### config.mk
export PLATFORM = sky130hd
export DESIGN_NAME = keycode_arbiter
export DESIGN_NICKNAME = d
export VERILOG_FILES = /design/src/rtl/keycode_pkg.sv /design/src/rtl/hid_report_diff.sv /design/src/rtl/keycode_arbiter.sv
export SDC_FILE = /design/constraint.sdc
export NUM_CORES = 1
export LEC_CHECK = 0
export ABC_AREA = 0
export CAP_MARGIN = 40
export CELL_PAD_IN_SITES_DETAIL_PLACEMENT = 1
export CELL_PAD_IN_SITES_GLOBAL_PLACEMENT = 2
export CORE_MARGIN = 8
export CORE_UTILIZATION = 30
export DETAILED_ROUTE_END_ITERATION = 10
export PLACE_DENSITY = 0.81
export SLEW_MARGIN = 20
export SYNTH_ARGS = -nofsm -noshare
export SYNTH_HDL_FRONTEND = slang
export SYNTH_HIERARCHICAL = 1
export SYNTH_SLANG_ARGS = --single-unit
### constraint.sdc
create_clock -name frame_clk -period 11.2 [get_ports frame_clk]
set_input_delay 2.24 -clock frame_clk [delete_from_list [all_inputs] [get_ports frame_clk]]
set_output_delay 2.24 -clock frame_clk [all_outputs]
set_load 0.05 [all_outputs]
### src/rtl/keycode_pkg.sv
// Shared types and constants for the keycode arbiter.
// HID keycodes, six-slot report type, arbiter FSM states, slot helpers.
package keycode_pkg;

    localparam logic [7:0] KEY_NONE         = 8'h00;
    localparam logic [7:0] KEY_ERR_ROLLOVER = 8'h01;
    localparam logic [7:0] KEY_ERR_POST     = 8'h02;
    localparam logic [7:0] KEY_ERR_UNDEF    = 8'h03;
    localparam logic [7:0] KEY_A            = 8'h04;
    localparam logic [7:0] KEY_D            = 8'h07;
    localparam logic [7:0] KEY_S            = 8'h16;
    localparam logic [7:0] KEY_W            = 8'h1A;

    typedef logic [5:0][7:0] hid_slots_t;

    typedef enum logic [1:0] {
        IDLE   = 2'd0,
        DELAY  = 2'd1,
        REPEAT = 2'd2
    } karb_state_t;

    function automatic logic is_err_code(input logic [7:0] c);
        return (c == KEY_ERR_ROLLOVER) ||
               (c == KEY_ERR_POST) ||
               (c == KEY_ERR_UNDEF);
    endfunction

    function automatic logic slot_hit(
        input logic [7:0] code,
        input hid_slots_t slots
    );
        logic hit;
        hit = 1'b0;
        for (int j = 0; j < 6; j++) begin
            if (slots[j] == code) hit = 1'b1;
        end
        return hit;
    endfunction

endpackage

### src/rtl/hid_report_diff.sv
// Combinational comparison of a HID report against the previous one.
// Ports: cur_keys/prev_keys/keycode in; error, new_valid, new_code,
// still_held, first_code out.
module hid_report_diff
    import keycode_pkg::*;
(
    input  hid_slots_t  cur_keys,
    input  hid_slots_t  prev_keys,
    input  logic [7:0]  keycode,
    output logic        error,
    output logic        new_valid,
    output logic [7:0]  new_code,
    output logic        still_held,
    output logic [7:0]  first_code
);

    // Walk from the top slot down so the lowest index ends up winning;
    // duplicate values collapse to their lowest slot for free.
    always_comb begin
        error      = 1'b0;
        new_valid  = 1'b0;
        new_code   = KEY_NONE;
        still_held = 1'b0;
        first_code = KEY_NONE;
        for (int i = 5; i >= 0; i--) begin
            if (is_err_code(cur_keys[i])) error = 1'b1;
            if (cur_keys[i] != KEY_NONE) begin
                first_code = cur_keys[i];
                if (!slot_hit(cur_keys[i], prev_keys)) begin
                    new_valid = 1'b1;
                    new_code  = cur_keys[i];
                end
            end
            if ((keycode != KEY_NONE) && (cur_keys[i] == keycode))
                still_held = 1'b1;
        end
    end

endmodule

### src/rtl/keycode_arbiter.sv
// Reduces HID boot-keyboard reports to one active keycode per frame,
// with newest-press priority, stale-report timeout and auto-repeat.
// Ports: Reset, frame_clk, report_valid/mod/keys in;
// keycode, modifier, key_new, key_repeat, hold_frames out.
module keycode_arbiter
    import keycode_pkg::*;
#(
    parameter int REPEAT_DELAY   = 30,
    parameter int REPEAT_PERIOD  = 6,
    parameter int TIMEOUT_FRAMES = 60
) (
    input  logic        Reset,
    input  logic        frame_clk,
    input  logic        report_valid,
    input  logic [7:0]  report_mod,
    input  logic [47:0] report_keys,
    output logic [7:0]  keycode,
    output logic [7:0]  modifier,
    output logic        key_new,
    output logic        key_repeat,
    output logic [7:0]  hold_frames
);

    localparam int TW = $clog2(TIMEOUT_FRAMES + 1);
    localparam logic [TW-1:0] TO_MAX = TW'(TIMEOUT_FRAMES);
    localparam logic [7:0] RD = 8'(REPEAT_DELAY);
    localparam logic [7:0] RP = 8'(REPEAT_PERIOD);

    logic [7:0]  r_keycode;
    logic [7:0]  r_modifier;
    logic        r_key_new;
    logic        r_key_repeat;
    logic [7:0]  r_hold;
    hid_slots_t  r_prev;
    logic [TW-1:0] r_to;
    logic [7:0]  r_rpt;
    karb_state_t r_state;

    hid_slots_t  w_keys;
    logic        w_error;
    logic        w_new_valid;
    logic [7:0]  w_new_code;
    logic        w_still_held;
    logic [7:0]  w_first_code;
    logic        w_accept;
    logic [TW-1:0] w_to_inc;
    logic        w_timeout;
    logic [7:0]  w_kc_nxt;
    logic        w_new_pulse;
    logic [7:0]  w_rpt_inc;
    logic [7:0]  w_rpt_nxt;
    logic        w_rpt_pulse;
    karb_state_t w_state_nxt;
    logic [7:0]  w_hold_nxt;

    assign w_keys = report_keys;

    hid_report_diff u_diff (
        .cur_keys   (w_keys),
        .prev_keys  (r_prev),
        .keycode    (r_keycode),
        .error      (w_error),
        .new_valid  (w_new_valid),
        .new_code   (w_new_code),
        .still_held (w_still_held),
        .first_code (w_first_code)
    );

    assign w_accept  = report_valid && !w_error;
    assign w_to_inc  = (r_to == TO_MAX) ? r_to : r_to + TW'(1);
    // A report in the firing cycle wins, since valid blocks the timeout.
    assign w_timeout = !report_valid && (w_to_inc == TO_MAX);

    always_comb begin
        w_kc_nxt = r_keycode;
        if (w_accept) begin
            if (w_new_valid)       w_kc_nxt = w_new_code;
            else if (w_still_held) w_kc_nxt = r_keycode;
            else                   w_kc_nxt = w_first_code;
        end else if (w_timeout) begin
            w_kc_nxt = KEY_NONE;
        end
    end

    // Only a freshly pressed key counts as new; falling back to an
    // older key that is still down is not a new press.
    assign w_new_pulse = w_accept && w_new_valid &&
                         (w_new_code != r_keycode);

    assign w_rpt_inc = r_rpt + 8'd1;

    always_comb begin
        w_state_nxt = r_state;
        w_rpt_nxt   = r_rpt;
        w_rpt_pulse = 1'b0;
        if (w_kc_nxt == KEY_NONE) begin
            w_state_nxt = IDLE;
            w_rpt_nxt   = 8'd0;
        end else if (w_kc_nxt != r_keycode) begin
            w_state_nxt = DELAY;
            w_rpt_nxt   = 8'd0;
        end else begin
            unique case (r_state)
                DELAY: begin
                    if (w_rpt_inc == RD) begin
                        w_rpt_pulse = 1'b1;
                        w_rpt_nxt   = 8'd0;
                        w_state_nxt = REPEAT;
                    end else begin
                        w_rpt_nxt = w_rpt_inc;
                    end
                end
                REPEAT: begin
                    if (w_rpt_inc == RP) begin
                        w_rpt_pulse = 1'b1;
                        w_rpt_nxt   = 8'd0;
                    end else begin
                        w_rpt_nxt = w_rpt_inc;
                    end
                end
                default: begin
                    w_state_nxt = DELAY;
                    w_rpt_nxt   = 8'd0;
                end
            endcase
        end
    end

    always_comb begin
        w_hold_nxt = 8'd0;
        if ((w_kc_nxt != KEY_NONE) && (w_kc_nxt == r_keycode))
            w_hold_nxt = (r_hold == 8'hFF) ? r_hold : r_hold + 8'd1;
    end

    always_ff @(posedge frame_clk or posedge Reset) begin
        if (Reset) begin
            r_keycode    <= KEY_NONE;
            r_modifier   <= 8'd0;
            r_key_new    <= 1'b0;
            r_key_repeat <= 1'b0;
            r_hold       <= 8'd0;
            r_prev       <= '0;
            r_to         <= '0;
            r_rpt        <= 8'd0;
            r_state      <= IDLE;
        end else begin
            r_keycode    <= w_kc_nxt;
            r_key_new    <= w_new_pulse;
            r_key_repeat <= w_rpt_pulse;
            r_hold       <= w_hold_nxt;
            r_rpt        <= w_rpt_nxt;
            r_state      <= w_state_nxt;
            if (w_accept) begin
                r_prev     <= w_keys;
                r_modifier <= report_mod;
                r_to       <= '0;
            end else if (!report_valid) begin
                r_to <= w_to_inc;
                if (w_timeout) r_prev <= '0;
            end
        end
    end

    assign keycode     = r_keycode;
    assign modifier    = r_modifier;
    assign key_new     = r_key_new;
    assign key_repeat  = r_key_repeat;
    assign hold_frames = r_hold;

endmodule

==> reports/metrics.yaml, run 1 <==
sta:
  layout_min_cycle_time_ns: 7.278
  setup_violations: 0
  slew_headroom_pct: 38.08
  worstMarginPinSlew_ns: 0.9260
  hold_viol: 0
  fin_worst_skew_ns: 0.007252
  finalCritPeriodShare_pct: 64.98
  rsz0062_at_grt: "no"
  hold_slack_ns: 0.4764
  drv_slew: 0
  tns_ns: 0
  fmax_mhz: 137.4
  fin_ws_ns: 3.922
clock_tree:
  tritoncts: "done"
  cts.path.max_buffers: 2
  cts_buffers: 9
  cts_resized: 0
  cts_hold_buf: 0
  cts_sinks: 90
  insertion_delay_ns: 0.37
  clk_pin_slew_worst_paths_ns: 0.07
  htree_levels: 3
  cts-root-buf: "clkbuf_16"
  cts_setup_buffers: 0
global_route:
  antenna_found_initial: 0
  first_global_vias: 9930
  overflow: 0
  grt_max_degree: 58
  grt_first_pass_wirelength_um: 62920
  grt_use_total_pct: 21.12
logic_synthesis:
  synth.ff_latch_count: 90
  synth_fp_nets: 1319
  synthTopCellsByCount: "191 x xnor2_1, 161 x nand2_1, 160 x xor2_1"
  yosysSeqAreaShare_pct: 22.83
  synth-xor-area-share_pct: 31.16
  yosysWarnings: 6
  syn_area_per_cell_um2: 7.875
  synth_area_mm2: 0.009867
  synthTopCellsByArea: "dfrtp_1 23%, xnor2_1 17%, xor2_1 14%"
  synth_cell_types: 71
  synth.area.mux_share_pct: 1.382
  synth_cells: 1253
  synth_edf_count: 0
  netlist.top_cell.by_area: "dfrtp_1"
  synthArstFlopShare_pct: 100.0
  synth_fa_ha_area_share_pct: 0.8876
  yosysMostFrequentCell: "xnor2_1"
  synth_top_flop_cell: "dfrtp_1"
  synth_top_family_by_area: "XOR/XNOR gates"
  synth_compound_area_share_pct: 14.28
  synth_top_area_share_pct: 22.83
  yosys.area_share.simple_pct: 20.62
worst_hold_path:
  worstHoldPathType: "flop to flop"
routing:
  vias: 9595
  vias_per_cell: 5.664
  wl_um: 41670
  ant_nets: 0
  dr.pass1.iters: 5
  drt-initial-drc-count: 911
  drc: 0
  wire_per_inst_um: 24.60
placed_design:
  post-place-ws_ns: 3.511
  portBuffers: 84
  hpwl_um: 29000
  gp_congestion: 0.9560
  placed_area_mm2: 0.01079
layout:
  nets: 1313
  area_growth_syn_to_layout_pct: 13.59
  antenna_cells_inserted: 0
  drive_above_1_share_pct: 6.550
  design_area_mm2: 0.01121
worst_setup_path:
  critPathArrivalTime_ns: 7.53
  critPathBufInv: 3
  path_class: "input port to flop"
  cp_max_fo: 18
  required_ns: 11.46
  cp_cell_sequence: "clkdlybuf4s50_1, xor2_1, nor4_1, nand2_1, o21ai_1, or3_1, nor3b_1, nand4_1, buf_6, nor2b_1, o31a_1, or3_1, a221oi_4, o21ai_2, buf_6, nor4b_1"
  cp-end-kind: "flop"
  path_delay_family: "simple AND/OR/NAND/NOR gates"
  cp-start-kind: "input port"
  cpPeakStageDelay_ns: 0.90
  cp_slowest_cell: "clkdlybuf4s50_1"
die:
  die_area_mm2: 0.03895
  design.core.area_mm2: 0.03245
  die-height_um: 197.4
  fp.dieW_um: 197.4
  row_count: 66
  initial_core_util_pct: 30.40
  io_pins: 85
pwr:
  power_density_mw_per_mm2: 111.5
  p_leak_nw: 4.163
  peakVddDrop_v: 0.00005854
run_status:
  status: "finished clean"
run:
  drv_cap: 0
[metrics by stage]
stage	total power, W	util (%)	instances
5_1_grt	0.001307	34.54	1694
6_report	0.001250	34.54	1694
4_1_cts	0.001243	34.12	1683
3_3_place_gp	0.0009055	32.97	1661
2_1_floorplan	0.0007746	-	1253
3_5_place_dp	0.0009240	33.24	1667
[worst reg2reg max path: stages (launching register included)]
cell	delay [ns]
dfrtp_1	0.56
xor2_1	0.22
nor4_1	0.34
nand2_1	0.12
o21ai_1	0.38
or3_1	0.58
nor3b_1	0.26
nand4_1	0.32
buf_6	0.28
nor2b_1	0.16
o31a_1	0.36
or3_1	0.44
a221oi_4	0.28
o21ai_2	0.09
buf_6	0.17
nor4b_1	0.32
[final cells by class]
| class | count | area, µm² |
|---|---|---|
| clock buffers | 9 | 225.2 |
| clock inverters | 7 | 60.06 |
| fillers | 3895 | 21250 |
| inverters | 34 | 130.1 |
| multi-input cells | 988 | 6751 |
| flip-flops and latches | 90 | 2252 |
| well taps | 442 | 553.0 |
| repair buffers | 124 | 1236 |
[layout by cell type, fill, tap and decap left out, drive strengths merged, types with 8 or more instances in the layout]
cell type      instances
o32ai                  8
nand2b                 9
xnor2                191
nand2                161
nand4                 54
nor4                  54
dfrtp                 90
clkbuf                10
clkdlybuf4s50         84
nor2                  55
a311oi                10
a221oi                10
mux2i                  8
nor2b                  8
nor3                  16
a31oi                 12
nor4b                 10
nand3                 14
buf                   39
o22ai                  8
o21ai                 84
inv                   36
xor2                 160
a21oi                 30
o2bb2ai                8
[worst paths after layout]
kind / from / endpoint / slack, ns / cells after the start
worst max register to register: r_prev[3]$_DFFE_PP0P_ / key_repeat$_DFF_PP0_ / 6.21 / 15
min in group asynchronous: Reset / r_to[0]$_DFFE_PP0P_ / 2.25 / 2
worst min-delay path: modifier[5]$_DFFE_PP0P_ / modifier[5]$_DFFE_PP0P_ / 0.48 / 2
worst max-delay path: report_keys[8] / key_repeat$_DFF_PP0_ / 3.92 / 16
max in group asynchronous: Reset / r_prev[28]$_DFFE_PP0P_ / 8.11 / 4
worst min register to register: modifier[5]$_DFFE_PP0P_ / modifier[5]$_DFFE_PP0P_ / 0.48 / 2
[cells by family after synthesis]
logic type	count (synthesis)
buffers and inverters	175
DFF	90
and+or+nand+nor	404
AOI/OAI and AO/OA	213
xor gates and xnor gates	351
muxes	13
adders and majority gates	7
[sequential cells by signal (all words and copies together) (netlist names)]
name	flops
r_state	2
r_prev	48
modifier	8
key_repeat	1
keycode	8
hold_frames	8
key_new	1
r_to	6
r_rpt	8
[report_power, final]
part / internal (W) / total (W) / switching [W]
registers: 0.000353 / 0.000473 / 0.000120
logic: 0.000204 / 0.000462 / 0.000258
clock network: 0.000155 / 0.000315 / 0.000160
total: 0.000712 / 0.00125 / 0.000538
[metal layers]
layer  GRT usage [%]  vias to the layer above  share of wire, %
met5               0                        -                 0
met4           8.944                        0               3.6
met3           3.152                       99               5.7
met1           27.49                     4808                44
met2           34.43                      439                47
li1                -                     4249                 -
Power figures use the tool's default switching activity.
==> inputs of run 2 (changes only) <==
--- a/config.mk
+++ b/config.mk
@@ -12,7 +12,7 @@
 export CORE_MARGIN = 8
 export CORE_UTILIZATION = 30
 export DETAILED_ROUTE_END_ITERATION = 10
-export PLACE_DENSITY = 0.81
+export PLACE_DENSITY = 0.84
 export SLEW_MARGIN = 20
 export SYNTH_ARGS = -nofsm -noshare
 export SYNTH_HDL_FRONTEND = slang
==> constraint.sdc (replaced) <==
create_clock -name frame_clk -period 6.3 [get_ports frame_clk]
set_input_delay 1.26 -clock frame_clk [delete_from_list [all_inputs] [get_ports frame_clk]]
set_output_delay 1.26 -clock frame_clk [all_outputs]
set_load 0.05 [all_outputs]
==> reports/metrics.yaml, run 2 (same netlist as run 1, synthesis figures left out) <==
die:
  row_count: 66
  design.core.area_mm2: 0.03245
  fp.dieW_um: 197.4
  io_pins: 85
  initial_core_util_pct: 30.40
  die_area_mm2: 0.03895
  die-height_um: 197.4
placed_design:
  hpwl_um: 31800
  dp.cells: 1715
  gp_congestion: 1.002
  portBuffers: 84
  placed_area_mm2: 0.01111
global_route:
  met3_usage_pct: 2.692
  globalRouteMet2Util_pct: 35.39
  first_global_vias: 10150
  grt_use_total_pct: 21.48
  use_met1_pct: 27.65
  busiest_layer: "met2"
  grt_max_degree: 51
  antenna_found_initial: 0
  grt_first_pass_wirelength_um: 64350
  overflow: 0
sta:
  layout_min_cycle_time_ns: 5.786
  rsz0062_at_grt: "no"
  slew_headroom_pct: 44.84
  drv_slew: 0
  worstMarginPinSlew_ns: 0.8274
  fmax_mhz: 172.8
  tns_ns: 0
  fin_worst_skew_ns: 0.008439
  setup_violations: 0
  hold_viol: 0
  finalCritPeriodShare_pct: 91.84
layout:
  design_area_mm2: 0.01142
  regArea_mm2: 0.002252
  drive_above_1_share_pct: 9.154
  top_register: "r_prev"
  area_growth_syn_to_layout_pct: 15.74
  nets: 1350
  multi_input_area_mm2: 0.006751
  layout_common_cells: "191 x xnor2_1, 161 x nand2_1, 160 x xor2_1, 90 x dfrtp_1, 84 x clkdlybuf4s50_1"
  largest_register_ffs: 48
  fin_util_pct: 35.19
  layout_commonest_cell: "xnor2_1"
  fin_cells: 1732
  fillers: 3886
pwr:
  pwr-share-clk_pct: 25.8
  peakVddDrop_v: 0.0001054
  swShare_pct: 42.11
  pwr-share-seq_pct: 37.1
  power_frac_comb_pct: 37.0
  power_density_mw_per_mm2: 198.4
  power.switching_w: 0.0009542
  p_int_w: 0.001312
  p_leak_nw: 4.319
clock_tree:
  tritoncts: "done"
  cts_resized: 0
  clk_pin_slew_worst_paths_ns: 0.07
  cts-root-buf: "clkbuf_16"
  cts_sinks: 90
  cts_setup_buffers: 0
  htree_levels: 3
  cts_hold_buf: 0
  cts_buffers: 9
  cts.path.max_buffers: 2
  insertion_delay_ns: 0.37
routing:
  dr.pass1.iters: 5
  wire_per_inst_um: 24.28
  vias: 9704
  wl_um: 42060
  drt-initial-drc-count: 715
  vias_per_cell: 5.603
  drc: 0
  ant_nets: 0
worst_setup_path:
  cpPeakStageDelay_ns: 0.67
  critPathArrivalTime_ns: 6.05
  cp-end-kind: "flop"
  cp_max_fo: 18
  cp_cell_sequence: "clkdlybuf4s50_1, nor4_1, nand2_1, nor3_1, or4_4, or3_1, buf_4, o2bb2ai_1, o32ai_1, nor2b_1, o31a_1, or3_1, a221oi_4, o21ai_2, buf_4, nor4_1"
  cp-start-kind: "input port"
  required_ns: 6.56
  cp_slowest_cell: "clkdlybuf4s50_1"
  critPathBufInv: 3
  path_class: "input port to flop"
  path_delay_family: "simple AND/OR/NAND/NOR gates"
worst_hold_path:
  worstHoldPathType: "flop to flop"
run:
  drv_cap: 0
run_status:
  status: "finished clean"
run 2: stage by stage:
| step | power, W | hold WS (ns) | setup WS (ns) |
|---|---|---|---|
| CTS | 0.002267 | 0.4916 | 0.5855 |
| detailed placement | 0.001674 | 0.4702 | 0.2131 |
| floorplan | 0.001377 | 0.4985 | 1.283 |
| global route | 0.002371 | 0.5089 | 0.1287 |
| finish | 0.002266 | 0.4864 | 0.5142 |
| global placement | 0.001650 | 0.4584 | 0.2291 |
run 2: area by class of cell:
| type | instances | share of cell area, % |
|---|---|---|
| antenna | 1 | 0.02191 |
| clock buffer | 10 | 2.005 |
| clock inverter | 6 | 0.6574 |
| inverter | 34 | 1.139 |
| multi-input combinational | 988 | 59.12 |
| sequential | 90 | 19.72 |
| tap | 442 | 4.843 |
| timing repair buffer | 161 | 12.49 |
run 2: metal layers:
metal / part of all wire [%] / up-vias
li1: - / 4323
met4: 4.2 / 0
met2: 47 / 377
met1: 43 / 4899
met3: 5.5 / 105
met5: 0 / -
run 2: path summary, 6_finish.rpt:
check                                   startpoint                          to  slack (ns)  cells past startpoint
max                                report_keys[10]          r_rpt[4]$_DFF_PP0_        0.51                     16
min                        modifier[7]$_DFFE_PP0P_     modifier[7]$_DFFE_PP0P_        0.49                      2
max reg2reg                 r_prev[35]$_DFFE_PP0P_          r_rpt[4]$_DFF_PP0_        1.69                     15
min reg2reg                modifier[7]$_DFFE_PP0P_     modifier[7]$_DFFE_PP0P_        0.49                      2
max in group asynchronous                    Reset  hold_frames[5]$_DFFE_PP0P_        3.87                      3
min in group asynchronous                    Reset     modifier[7]$_DFFE_PP0P_        1.30                      2
run 2: worst register-to-register path, stage by stage, from the launching register on:
cell and delay, ns:
dfrtp_1 0.75, xnor2_1 0.17, nand4_1 0.12, nor2_1 0.05, or4_4 0.58, or3_1 0.52, buf_4 0.23, a311oi_1 0.29
o32ai_1 0.20, a21oi_1 0.19, o22ai_1 0.09, or3_1 0.43, a221oi_4 0.28, o21ai_2 0.08, buf_4 0.21, nor4_1 0.31
run 2: power groups by stage:
stage	sequential [W]	clock, W	combinational, W
2_1_floorplan	0.000729	0	0.000649
3_3_place_gp	0.000847	0	0.000804
3_5_place_dp	0.000848	0	0.000826
4_1_cts	0.000836	0.000600	0.000830
5_1_grt	0.000845	0.000624	0.000903
6_report	0.000842	0.000585	0.000839
==> inputs of run 3 (changes only) <==
--- a/config.mk
+++ b/config.mk
@@ -6,8 +6,8 @@
 export NUM_CORES = 1
 export LEC_CHECK = 0
 export ABC_AREA = 0
-export CAP_MARGIN = 40
-export CELL_PAD_IN_SITES_DETAIL_PLACEMENT = 1
+export CAP_MARGIN = 15
+export CELL_PAD_IN_SITES_DETAIL_PLACEMENT = 0
 export CELL_PAD_IN_SITES_GLOBAL_PLACEMENT = 2
 export CORE_MARGIN = 8
 export CORE_UTILIZATION = 30
==> reports/metrics.yaml, run 3 (same netlist as run 1, synthesis figures left out) <==
global_route:
  antenna_found_initial: 1
  overflow: 0
  grt_use_total_pct: 20.18
  grt_max_degree: 51
  first_global_vias: 9302
  grt_first_pass_wirelength_um: 60030
sta:
  rsz0062_at_grt: "no"
  hold_slack_ns: 0.4790
  worstMarginPinSlew_ns: 1.074
  fmax_mhz: 172.1
  finalCritPeriodShare_pct: 92.24
  hold_viol: 0
  fin_worst_skew_ns: 0.009743
  setup_violations: 0
  tns_ns: 0
  fin_ws_ns: 0.4892
  slew_headroom_pct: 28.37
  layout_min_cycle_time_ns: 5.811
  drv_slew: 0
layout:
  drive_above_1_share_pct: 9.161
  multi_input_area_mm2: 0.006751
  largest_register_ffs: 48
  nets: 1349
  area_growth_syn_to_layout_pct: 15.48
  layout_common_cells: "191 x xnor2_1, 161 x nand2_1, 160 x xor2_1, 90 x dfrtp_1, 84 x clkdlybuf4s50_1"
  fin_cells: 1731
  regArea_mm2: 0.002252
  layout_commonest_cell: "xnor2_1"
  fillers: 3347
  top_register: "r_prev"
pwr:
  pwr-share-seq_pct: 37.8
  power_density_mw_per_mm2: 194.5
  p_int_w: 0.001276
  peakVddDrop_v: 0.0001235
  p_leak_nw: 4.304
  power.switching_w: 0.0009400
  power_frac_comb_pct: 37.1
  swShare_pct: 42.42
  pwr-share-clk_pct: 25.1
routing:
  vias_per_cell: 5.478
  wire_per_inst_um: 23.11
  vias: 9482
  dr.pass1.iters: 5
  drt-initial-drc-count: 937
  ant_nets: 0
  wl_um: 40000
  drc: 0
die:
  die-height_um: 197.4
  fp.dieW_um: 197.4
  row_count: 66
  die_area_mm2: 0.03895
  initial_core_util_pct: 30.40
  io_pins: 85
  design.core.area_mm2: 0.03245
worst_setup_path:
  cp_max_fo: 18
  path_class: "input port to flop"
  required_ns: 6.55
  cp-start-kind: "input port"
  cp-end-kind: "flop"
  critPathArrivalTime_ns: 6.06
run:
  drv_cap: 0
clock_tree:
  clk_pin_slew_worst_paths_ns: 0.07
  insertion_delay_ns: 0.37
  cts.path.max_buffers: 2
  tritoncts: "done"
  cts_setup_buffers: 0
  cts_sinks: 90
  cts_hold_buf: 0
  htree_levels: 3
  cts_resized: 0
  cts-root-buf: "clkbuf_16"
  cts_buffers: 9
placed_design:
  gp_congestion: 1.002
  dp.cells: 1714
  post-place-ws_ns: 0.2576
  hpwl_um: 29780
  portBuffers: 84
worst_hold_path:
  worstHoldPathType: "flop to flop"
run_status:
  status: "finished clean"
-- run 3: changes by cell type in the layout (fill, tap and decap cells not counted), sizes merged --
cell / previous run / this run
clkinv: 3 / 2
clkbuf: 10 / 9
buf: 77 / 76
inv: 35 / 37
bufinv: 1 / 0
clkinvlp: 1 / 2
-- run 3: power groups by stage --
| stage | Sequential [W] | Combinational, W | Clock, W |
|---|---|---|---|
| final | 0.000839 | 0.000822 | 0.000555 |
| after CTS | 0.000833 | 0.000814 | 0.000572 |
| after floorplan | 0.000729 | 0.000649 | 0 |
| after global placement | 0.000847 | 0.000804 | 0 |
| after detailed placement | 0.000844 | 0.000810 | 0 |
| after global routing | 0.000843 | 0.000887 | 0.000591 |
-- run 3: critical path, cell delays in order --
cell and delay [ns]:
clkdlybuf4s50_1 0.67, nor4_1 0.46, nand2_1 0.13, nor3_1 0.37, or4_4 0.28, or3_1 0.27
buf_4 0.23, o2bb2ai_1 0.09, o32ai_1 0.50, nor2b_1 0.13, o31a_1 0.35, or3_1 0.43
a221oi_4 0.28, o21ai_2 0.08, buf_4 0.21, nor4b_1 0.32
-- run 3: per-layer routing --
metal / GRT usage (%) / wire length (µm)
met1: 26.10 / 17030
met2: 32.35 / 18430
met3: 3.288 / 2791
met4: 9.696 / 1751
met5: 0 / 0
-- run 3: path summary, 6_finish.rpt --
kind,startpoint,endpoint,slack [ns],cells after the start
setup / recovery,report_keys[11],key_repeat$_DFF_PP0_,0.49,16
hold / removal,modifier[3]$_DFFE_PP0P_,modifier[3]$_DFFE_PP0P_,0.48,2
setup reg to reg,r_prev[47]$_DFFE_PP0P_,key_repeat$_DFF_PP0_,1.68,14
hold reg to reg,modifier[3]$_DFFE_PP0P_,modifier[3]$_DFFE_PP0P_,0.48,2
max in group asynchronous,Reset,r_prev[43]$_DFFE_PP0P_,3.89,3
min in group asynchronous,Reset,modifier[7]$_DFFE_PP0P_,1.29,2
-- run 3: layout make-up --
class / count / area share (%)
antenna: 1 / 0.02196
clock buffer: 9 / 1.976
clock inverter: 7 / 0.6039
inverter: 34 / 1.142
multi-input combinational: 988 / 59.25
sequential: 90 / 19.76
tap: 442 / 4.853
timing repair buffer: 160 / 12.39
-- run 3: per-stage QoR --
| stage | area, µm² | utilization (%) | power (W) |
|---|---|---|---|
| 6_report | 11390 | 35.11 | 0.002216 |
| 5_1_grt | 11390 | 35.11 | 0.002321 |
| 2_1_floorplan | 9867 | - | 0.001377 |
| 4_1_cts | 11390 | 35.10 | 0.002219 |
| 3_5_place_dp | 11100 | 34.20 | 0.001654 |
| 3_3_place_gp | 11100 | 34.20 | 0.001650 |
